## src/rtl/inst_fetch_unit.sv

```systemverilog
// inst_fetch_unit: instruction fetch front end. It keeps at most one
// cache request in flight, does static next-PC prediction (JAL always
// taken, conditional branches from the predictor) and buffers fetched
// instructions in a small circular queue that the dispatcher drains.
//
// Ports:
//   clk_in, rst_in (async, active-low), rdy_in (global stall)
//   fu_to_ic_*  : fetch request to the instruction cache
//   ic_to_fu_*  : one-cycle response pulse with the instruction word
//   fu_to_bp_*  : predictor query (current PC and returned word)
//   bp_to_fu_prediction : combinational taken/not-taken answer
//   fu_to_dp_*  : queue head towards dispatch, dp_to_fu_ready pops it
//   rob_to_fu_* : redirect pulse and target PC
module inst_fetch_unit #(
    parameter int          IQ_WIDTH = 2,
    parameter logic [31:0] RESET_PC = 32'h0000_0000
) (
    input  logic        clk_in,
    input  logic        rst_in,
    input  logic        rdy_in,

    output logic        fu_to_ic_valid,
    output logic [31:0] fu_to_ic_pc,
    input  logic        ic_to_fu_ready,
    input  logic [31:0] ic_to_fu_inst,

    output logic [31:0] fu_to_bp_pc,
    output logic [31:0] fu_to_bp_inst,
    input  logic        bp_to_fu_prediction,

    output logic        fu_to_dp_valid,
    output logic [31:0] fu_to_dp_inst,
    output logic [31:0] fu_to_dp_pc,
    output logic        fu_to_dp_pred,
    input  logic        dp_to_fu_ready,

    input  logic        rob_to_fu_flush,
    input  logic [31:0] rob_to_fu_target_pc
);

    localparam int IQ_SIZE = 2 ** IQ_WIDTH;
    localparam logic [IQ_WIDTH:0]   IQ_FULL = (IQ_WIDTH + 1)'(IQ_SIZE);
    localparam logic [IQ_WIDTH:0]   CNT_ONE = (IQ_WIDTH + 1)'(1);
    localparam logic [IQ_WIDTH-1:0] PTR_ONE = IQ_WIDTH'(1);

    localparam logic [6:0] OP_JAL    = 7'b1101111;
    localparam logic [6:0] OP_BRANCH = 7'b1100011;

    typedef enum logic {
        S_IDLE,
        S_WAIT
    } state_e;

    typedef struct packed {
        logic [31:0] inst;
        logic [31:0] pc;
        logic        pred;
    } iq_entry_t;

    // ------------------------------------------------------------
    // State
    // ------------------------------------------------------------
    state_e              state_q,    state_d;
    logic [31:0]         pc_q,       pc_d;
    logic                ic_valid_q, ic_valid_d;
    logic [IQ_WIDTH-1:0] head_q,     head_d;
    logic [IQ_WIDTH-1:0] tail_q,     tail_d;
    logic [IQ_WIDTH:0]   count_q,    count_d;
    iq_entry_t           iq_q [IQ_SIZE];
    iq_entry_t           iq_d [IQ_SIZE];

    // ------------------------------------------------------------
    // Next-PC prediction for the word currently returned by the cache
    // ------------------------------------------------------------
    logic [6:0]  opcode;
    logic        is_jal;
    logic        is_branch;
    logic [31:0] j_imm;
    logic [31:0] b_imm;
    logic [31:0] next_pc;
    logic        next_pred;

    always_comb begin
        opcode    = ic_to_fu_inst[6:0];
        is_jal    = (opcode == OP_JAL);
        is_branch = (opcode == OP_BRANCH);

        j_imm = {{12{ic_to_fu_inst[31]}},
                 ic_to_fu_inst[19:12],
                 ic_to_fu_inst[20],
                 ic_to_fu_inst[30:21],
                 1'b0};

        b_imm = {{20{ic_to_fu_inst[31]}},
                 ic_to_fu_inst[7],
                 ic_to_fu_inst[30:25],
                 ic_to_fu_inst[11:8],
                 1'b0};

        next_pc   = pc_q + 32'd4;
        next_pred = 1'b0;

        // JALR falls into the default: its target depends on a
        // register value, so fetch simply continues sequentially.
        unique case (1'b1)
            is_jal: begin
                next_pc = pc_q + j_imm;
            end
            is_branch: begin
                next_pred = bp_to_fu_prediction;
                next_pc   = bp_to_fu_prediction ? (pc_q + b_imm)
                                                : (pc_q + 32'd4);
            end
            default: begin
                next_pc   = pc_q + 32'd4;
                next_pred = 1'b0;
            end
        endcase
    end

    // ------------------------------------------------------------
    // Queue handshakes
    // ------------------------------------------------------------
    logic iq_empty;
    logic push;
    logic pop;

    always_comb begin
        iq_empty = (count_q == '0);
        // A request is only issued when there is room, so a response
        // in WAIT can always be stored.
        push     = (state_q == S_WAIT) && ic_to_fu_ready;
        pop      = !iq_empty && dp_to_fu_ready;
    end

    // ------------------------------------------------------------
    // FSM next state, pc and queue updates
    // ------------------------------------------------------------
    always_comb begin
        state_d    = state_q;
        pc_d       = pc_q;
        ic_valid_d = ic_valid_q;
        head_d     = head_q;
        tail_d     = tail_q;
        count_d    = count_q;
        iq_d       = iq_q;

        if (rdy_in) begin
            if (rob_to_fu_flush) begin
                // Redirect wins over everything, including a response
                // arriving this cycle; dropping valid makes the cache
                // abandon the old request.
                state_d    = S_IDLE;
                ic_valid_d = 1'b0;
                pc_d       = rob_to_fu_target_pc;
                head_d     = '0;
                tail_d     = '0;
                count_d    = '0;
            end else begin
                unique case (state_q)
                    S_IDLE: begin
                        if (count_q < IQ_FULL) begin
                            state_d    = S_WAIT;
                            ic_valid_d = 1'b1;
                        end
                    end
                    S_WAIT: begin
                        if (ic_to_fu_ready) begin
                            state_d    = S_IDLE;
                            ic_valid_d = 1'b0;
                            pc_d       = next_pc;
                        end
                    end
                endcase

                if (push) begin
                    iq_d[tail_q] = '{inst: ic_to_fu_inst,
                                     pc:   pc_q,
                                     pred: next_pred};
                    tail_d = tail_q + PTR_ONE;
                end

                if (pop) begin
                    head_d = head_q + PTR_ONE;
                end

                unique case ({push, pop})
                    2'b10:   count_d = count_q + CNT_ONE;
                    2'b01:   count_d = count_q - CNT_ONE;
                    default: count_d = count_q;
                endcase
            end
        end
    end

    // ------------------------------------------------------------
    // Registers
    // ------------------------------------------------------------
    always_ff @(posedge clk_in or negedge rst_in) begin
        if (!rst_in) begin
            state_q    <= S_IDLE;
            pc_q       <= RESET_PC;
            ic_valid_q <= 1'b0;
            head_q     <= '0;
            tail_q     <= '0;
            count_q    <= '0;
            for (int i = 0; i < IQ_SIZE; i++) begin
                iq_q[i] <= '0;
            end
        end else begin
            state_q    <= state_d;
            pc_q       <= pc_d;
            ic_valid_q <= ic_valid_d;
            head_q     <= head_d;
            tail_q     <= tail_d;
            count_q    <= count_d;
            for (int i = 0; i < IQ_SIZE; i++) begin
                iq_q[i] <= iq_d[i];
            end
        end
    end

    // ------------------------------------------------------------
    // Outputs
    // ------------------------------------------------------------
    always_comb begin
        fu_to_ic_valid = ic_valid_q;
        fu_to_ic_pc    = pc_q;

        fu_to_bp_pc    = pc_q;
        fu_to_bp_inst  = ic_to_fu_inst;

        fu_to_dp_valid = !iq_empty;
        fu_to_dp_inst  = iq_q[head_q].inst;
        fu_to_dp_pc    = iq_q[head_q].pc;
        fu_to_dp_pred  = iq_q[head_q].pred;
    end

endmodule

```

## config.mk

```make
export PLATFORM = sky130hd
export DESIGN_NAME = inst_fetch_unit
export DESIGN_NICKNAME = d
export VERILOG_FILES = /design/src/rtl/inst_fetch_unit.sv
export SDC_FILE = /design/constraint.sdc
export NUM_CORES = 1
export LEC_CHECK = 0
export ABC_AREA = 1
export BUFFER_PORTS_ARGS = -buffer_cell sky130_fd_sc_hd__buf_2
export CAP_MARGIN = 20
export CORE_MARGIN = 2
export CORE_UTILIZATION = 50
export DETAILED_ROUTE_END_ITERATION = 10
export GPL_TIMING_DRIVEN = 0
export PLACE_DENSITY = 0.81
export SLEW_MARGIN = 0
export SYNTH_ARGS = -nofsm -noshare
export SYNTH_HDL_FRONTEND = slang
export SYNTH_SLANG_ARGS = --single-unit
export TNS_END_PERCENT = 1
```

## constraint.sdc

```tcl
create_clock -name clk_in -period 2.1 [get_ports clk_in]
set_input_delay 0.21 -clock clk_in [delete_from_list [all_inputs] [get_ports clk_in]]
set_output_delay 0.21 -clock clk_in [all_outputs]
set_load 0.01 [all_outputs]
```

; ---- Word level (Yosys, flattened, before mapping)
; Index checks and enable logic that the tools add are counted.
[totals]
ff_bits = 301
latch_bits = 0
ram_bits = 0
rom_bits = 0
output_inout_bits = 163
wordCells = 81
memories = 0
[classes]
add_sub_neg = 7
multipliers = 0
div = 0
n_lt_le_gt_ge = 4
n_eq_ne = 6
shift = 0
n_mux = 26
bitwise = 4
reduce_logical = 16
[op_table]
columns = cell, n
row1 = bitwise mux 260 bit, 1
row2 = two-way mux 65 bit, 3
row3 = binary-select mux 65 bit (select 2 bit), 1
row4 = demux 65 bit (select 2 bit), 1
row5 = two-way mux 32 bit, 4
row6 = adder 32 bit, 2
row7 = case mux 32 bit (2 select lines), 1
row8 = adder 32 x 3 -> 32 bit (second input constant), 1
row9 = equality test 7 bit (second input constant), 2
row10 = AND reduction 3 bit, 3
row11 = two-way mux 2 bit, 4
row12 = nonzero test 2 bit, 4
row13 = two-way mux 1 bit, 7
row14 = >= comparator 3 bit (second input constant), 2
row15 = != test 3 bit (second input constant), 2
row16 = inverter 2 -> 3 bit, 2
row17 = case mux 3 bit (2 select lines), 1
row18 = AND reduction 2 bit, 3
row19 = adder 2 x 1 -> 2 bit (second input constant), 2
row20 = case mux 1 bit (2 select lines), 2
row21 = adder 3 x 1 -> 3 bit (second input constant), 1
row22 = logical AND 1 bit, 3
row23 = zero test 3 bit, 1
row24 = less-than comparator 3 x 1 -> 1 bit (second input constant), 1
row25 = 8 further kinds, 9

; ---- Longest topological paths before layout
[logic_depth]
depth_word = 6
ltp_mapped = 16
depth_no_buf = 16

; ---- Least setup slack after synthesis
; OpenSTA, ideal clock, no wires.
[synth_timing]
kind = flip-flop to flip-flop
startpoint = register pc_q[1] (netlist: fu_to_bp_pc[1])
endpoint = register pc_q[31] (netlist: fu_to_bp_pc[31])
t_arrival_ns = 1.921
required_time_ns = 1.984
path_slack_ns = 0.063
stages_incl_launch_ff = 17
synth_period_minus_slack_ns = 2.037
path_cell_list = dfrtp_1 > ha_1 > fa_1 > nand2_1 > nand3_1 > nand3_1 > nand2_1 > nand2_1 > nand2_1 > nand2_1 > nand2_1 > nand2_1 > nand3_1 > nand2_1 > nand3_1 > nand2_1 > nand2_1
[synth_via]
elab_chain_len = 6
word_cells_on_any_way = 8
cone_classes = add/sub: 3 / mux: 5
[synth_rtl]
columns = item, line
row1 = start: declaration, 64  ; logic [31:0] pc_q, pc_d;
row2 = start signal: assignment, 212  ; pc_q <= pc_d;
row3 = adder 32 x 3 -> 32 bit or adder 32 bit (tied branches), "112, 115, 111"
row4 = two-way mux 32 bit, 111  ; next_pc = bp_to_fu_prediction ? (pc_q + b_imm)
row5 = case mux 32 bit (2 select lines) *, 105  ; unique case (1'b1)
row6 = two-way mux 32 bit *, 168  ; if (ic_to_fu_ready) begin
row7 = two-way mux 32 bit *, 160  ; unique case (state_q)
row8 = two-way mux 32 bit *, 149  ; if (rob_to_fu_flush) begin
; Every way passes the cells marked *; elsewhere a longest branch is shown, timed or not. The select of a mux whose other input is x is not followed.
; A chain may end at the register's enable or synchronous reset.

; ---- Worst setup path in the final report
[layout_timing]
startpoint = register pc_q[16] (netlist: fu_to_bp_pc[16])
endpoint = register pc_q[31] (netlist: fu_to_bp_pc[31])
; Same word-level chain as after synthesis.

==> results.py <==
metrics = {
    "power": {
        "power_frac_clock": 0.223,
        "combPwrFrac": 0.472,
        "total_leakage_power_nw": 11.54,
        "p_seq_frac": 0.305,
        "p_int_w": 0.01592,
        "peakVddDrop_v": 0.0006934,
        "powerDensity_nw_per_um2": 1217,
        "switchingPower_w": 0.01205,
        "swShare": 0.4308,
    },
    "yosys": {
        "synth_seq_area_share": 0.4054,
        "synth_compound_area_frac": 0.1745,
        "ys_seq_elements": 301,
        "syn_area_um2": 18580,
        "yosys.cell_types.count": 44,
        "synth_edf_count": 0,
        "syn_inst": 2645,
        "syn_nets": 2767,
        "synth-simple-area-share": 0.2714,
        "async_flop_share": 1.000,
        "synth_ff_type": "dfrtp_1",
        "synth_mux_area_frac": 0,
        "syn_area_per_cell_um2": 7.025,
        "yosys_warnings": 0,
        "synthAdderAreaFrac": 0.03555,
        "synth-xor-area-share": 0.007070,
        "synth_top_family_by_area": "simple AND/OR/NAND/NOR gates",
    },
    "setup_path": {
        "cp.required_ns": 2.50,
        "endpoint_kind": "flop",
        "cp_max_fo": 6,
        "cp.arrival_ns": 2.79,
        "crit_path_start_kind": "flop",
        "criticalPathCategory": "flop to flop",
    },
    "timing": {
        "timing.final.ws_setup_ns": -0.2881,
        "rsz0062_at_grt": "true",
        "final-hold-violation-count": 0,
        "drv_slew": 0,
        "min_period_over_period": 1.137,
        "whs_ns": 0.02323,
        "setup_viol_count_final": 103,
        "final.setup_skew_ns": 0.01790,
        "worst_pin_slew_ns": 0.8633,
        "max_slew_margin": 0.4244,
        "max_clock_freq_mhz": 418.7,
        "period_needed_ns": 2.388,
    },
    "clocking": {
        "cts_root_buf": "clkbuf_16",
        "clkLatencyLatePin_ns": 0.52,
        "clk_path_buf_depth": 3,
        "clock_sinks": 301,
        "clk_pin_slew_ns": 0.06,
        "cts_made_buffers": 34,
        "cts_tree": "done",
        "htree_levels": 2,
    },
    "routing": {
        "routedWlPerCell_um": 21.49,
        "via_per_inst": 5.866,
        "finalWirelength_mm": 74.18,
        "drcViolationCount": 0,
        "first_pass_iters": 5,
        "final_antenna_net_count": 0,
        "drt-initial-drc-count": 1882,
        "vias": 20250,
    },
    "global_route": {
        "overflow": 0,
        "grt_pass1_vias": 19450,
        "grt_max_degree": 131,
        "grt_pass1_wl_mm": 112.5,
        "track_usage": 0.3809,
        "grt_antenna_before_repair": 2,
    },
    "floorplan": {
        "initial_core_util": 0.5076,
        "die-height_um": 196.8,
        "rows": 70,
        "die-width_um": 196.8,
        "ios": 234,
        "dieArea_um2": 38720,
        "coreArea_um2": 36610,
    },
    "outcome": {
        "status": "finished with violations",
        "failed_checks": "setup timing",
    },
    "layout": {
        "final_layout_size_suffix_gt1_frac": 0.2290,
        "syn_to_final_growth_pct": 23.73,
        "final_util": 0.6280,
        "nets": 3081,
    },
    "placement": {
        "hpwl_mm": 54.24,
        "gp_congestion": 1.017,
        "portBuffers": 232,
    },
    "min_path": {
        "hold_path_class": "input port to flop",
    },
    "run": {
        "maxCapViolCount": 0,
    },
}
[per-stage QoR]
step	std cells	total power, W	setup WS, ns	setup TNS [ns]	area (um^2)
after floorplan	2645	0.01522	0.06302	0	18580
after global placement	3345	0.01959	-4.581	-1393.09	20330
after detailed placement	3347	0.01987	-0.6641	-31.74	20390
after CTS	3445	0.02737	-0.2169	-8.249	22730
after global routing	3451	0.02950	-0.3299	-25.39	22990
final	3452	0.02798	-0.2881	-11.32	22990
[layer usage]
metal | GRT usage | vias to the layer above | part of all wire
li1 | - | 9196 | -
met1 | 0.4778 | 9591 | 0.37
met2 | 0.6241 | 1197 | 0.46
met3 | 0.06246 | 265 | 0.097
met4 | 0.2219 | 2 | 0.067
met5 | 0 | - | 0.00013
[power groups by stage]
stage | registers [W] | clock network, W | logic [W]
6_report | 0.00853 | 0.00623 | 0.0132
3_5_place_dp | 0.00860 | 0 | 0.0113
4_1_cts | 0.00847 | 0.00622 | 0.0127
2_1_floorplan | 0.00814 | 0 | 0.00708
5_1_grt | 0.00865 | 0.00644 | 0.0144
3_3_place_gp | 0.00854 | 0 | 0.0110
[Yosys cell counts (7+ instances only)]
master / number / area (um^2)
nor2_2: 7 / 43.79
nand4_1: 15 / 93.84
dfrtp_1: 301 / 7532
buf_2: 30 / 150.1
a21oi_1: 71 / 355.3
nor3_1: 16 / 80.08
o21ai_0: 425 / 2127
nand3b_1: 9 / 67.56
o21bai_1: 8 / 60.06
inv_1: 241 / 904.6
buf_4: 65 / 488.0
nor2_1: 280 / 1051
clkbuf_1: 80 / 300.3
nand3_1: 126 / 630.6
nor2_4: 7 / 78.83
xor2_1: 13 / 113.9
nand2_1: 745 / 2796
o22ai_1: 72 / 450.4
a31oi_1: 7 / 43.79
nand2_2: 7 / 43.79
inv_2: 11 / 41.29
ha_1: 48 / 600.6
o21ai_1: 14 / 70.07
[registers in the layout, indices dropped and copies added (netlist names)]
name,count
iq_q,260
fu_to_bp_pc,32
count_q,3
head_q,2
tail_q,2
fu_to_ic_valid,1
state_q,1
[final cells by class]
cell class	instances	area [um^2]
fill	3255	13620
multi-input combinational	1908	9903
sequential	301	7569
timing repair buffer	278	1607
buffer	183	1207
clock buffer	48	994.7
inverter	253	954.7
tap	468	585.6
clock inverter	12	167.7
antenna	1	2.502
[cell families after synthesis]
group	count (synthesis)
compound gates	614
xor+xnor	15
fa+ha+maj	51
buf+inv	436
flops	301
simple gates	1228
[layout by cell type, fill, tap and decap left out, types with 7 or more instances in the layout]
cell	netlist	routed
a21oi_1	71	61
a21oi_2	1	8
buf_2	30	250
buf_4	65	105
clkbuf_1	80	40
clkbuf_16	0	36
clkbuf_2	0	37
clkbuf_4	1	7
clkbuf_8	4	14
dfrtp_1	301	272
dfrtp_2	0	29
ha_1	48	11
ha_4	0	33
inv_1	241	239
inv_2	11	12
nand2_1	745	713
nand2_2	7	35
nand3_1	126	115
nand3_2	1	12
nand3b_1	9	9
nand4_1	15	15
nor2_1	280	268
nor2_2	7	16
nor2_4	7	10
nor3_1	16	10
nor3_2	6	12
o21ai_0	425	418
o21ai_1	14	20
o21bai_1	8	7
o22ai_1	72	58
o22ai_2	0	14
xor2_1	13	13
[critical path, cell delays in order (launching register included)]
cell and delay (ns):
dfrtp_2 0.55, buf_4 0.20, nand2_1 0.06, nor2_1 0.21, nand2_1 0.15, nor3_2 0.25, nand3_1 0.16, a31oi_1 0.37
nand3_1 0.15, nand2_2 0.12, nand2_1 0.05
[repair_timing]
action / 4_1_cts / 5_1_grt
buffers inserted: 32 / 6
hold endpoints to repair: 74 / 0
pin swaps: 32 / 18
gates resized for setup: 237 / 40
hold buffers: 6 / 0
endpoints found under the setup margin: 230 / 241
gates cloned: 0 / 0
[final timing paths]
kind                                       start              end  slack, ns  depth (start not counted)
worst max-delay path             fu_to_bp_pc[16]  fu_to_bp_pc[31]      -0.29                         10
min in group asynchronous                 rst_in        iq_q[115]       0.23                          2
worst min-delay path            ic_to_fu_inst[1]         iq_q[99]       0.02                          3
max in group asynchronous                 rst_in  fu_to_bp_pc[25]       0.30                          4
worst max register to register   fu_to_bp_pc[16]  fu_to_bp_pc[31]      -0.29                         10
worst min register to register         iq_q[128]        iq_q[128]       0.48                          2
Power figures use the tool's default switching activity.
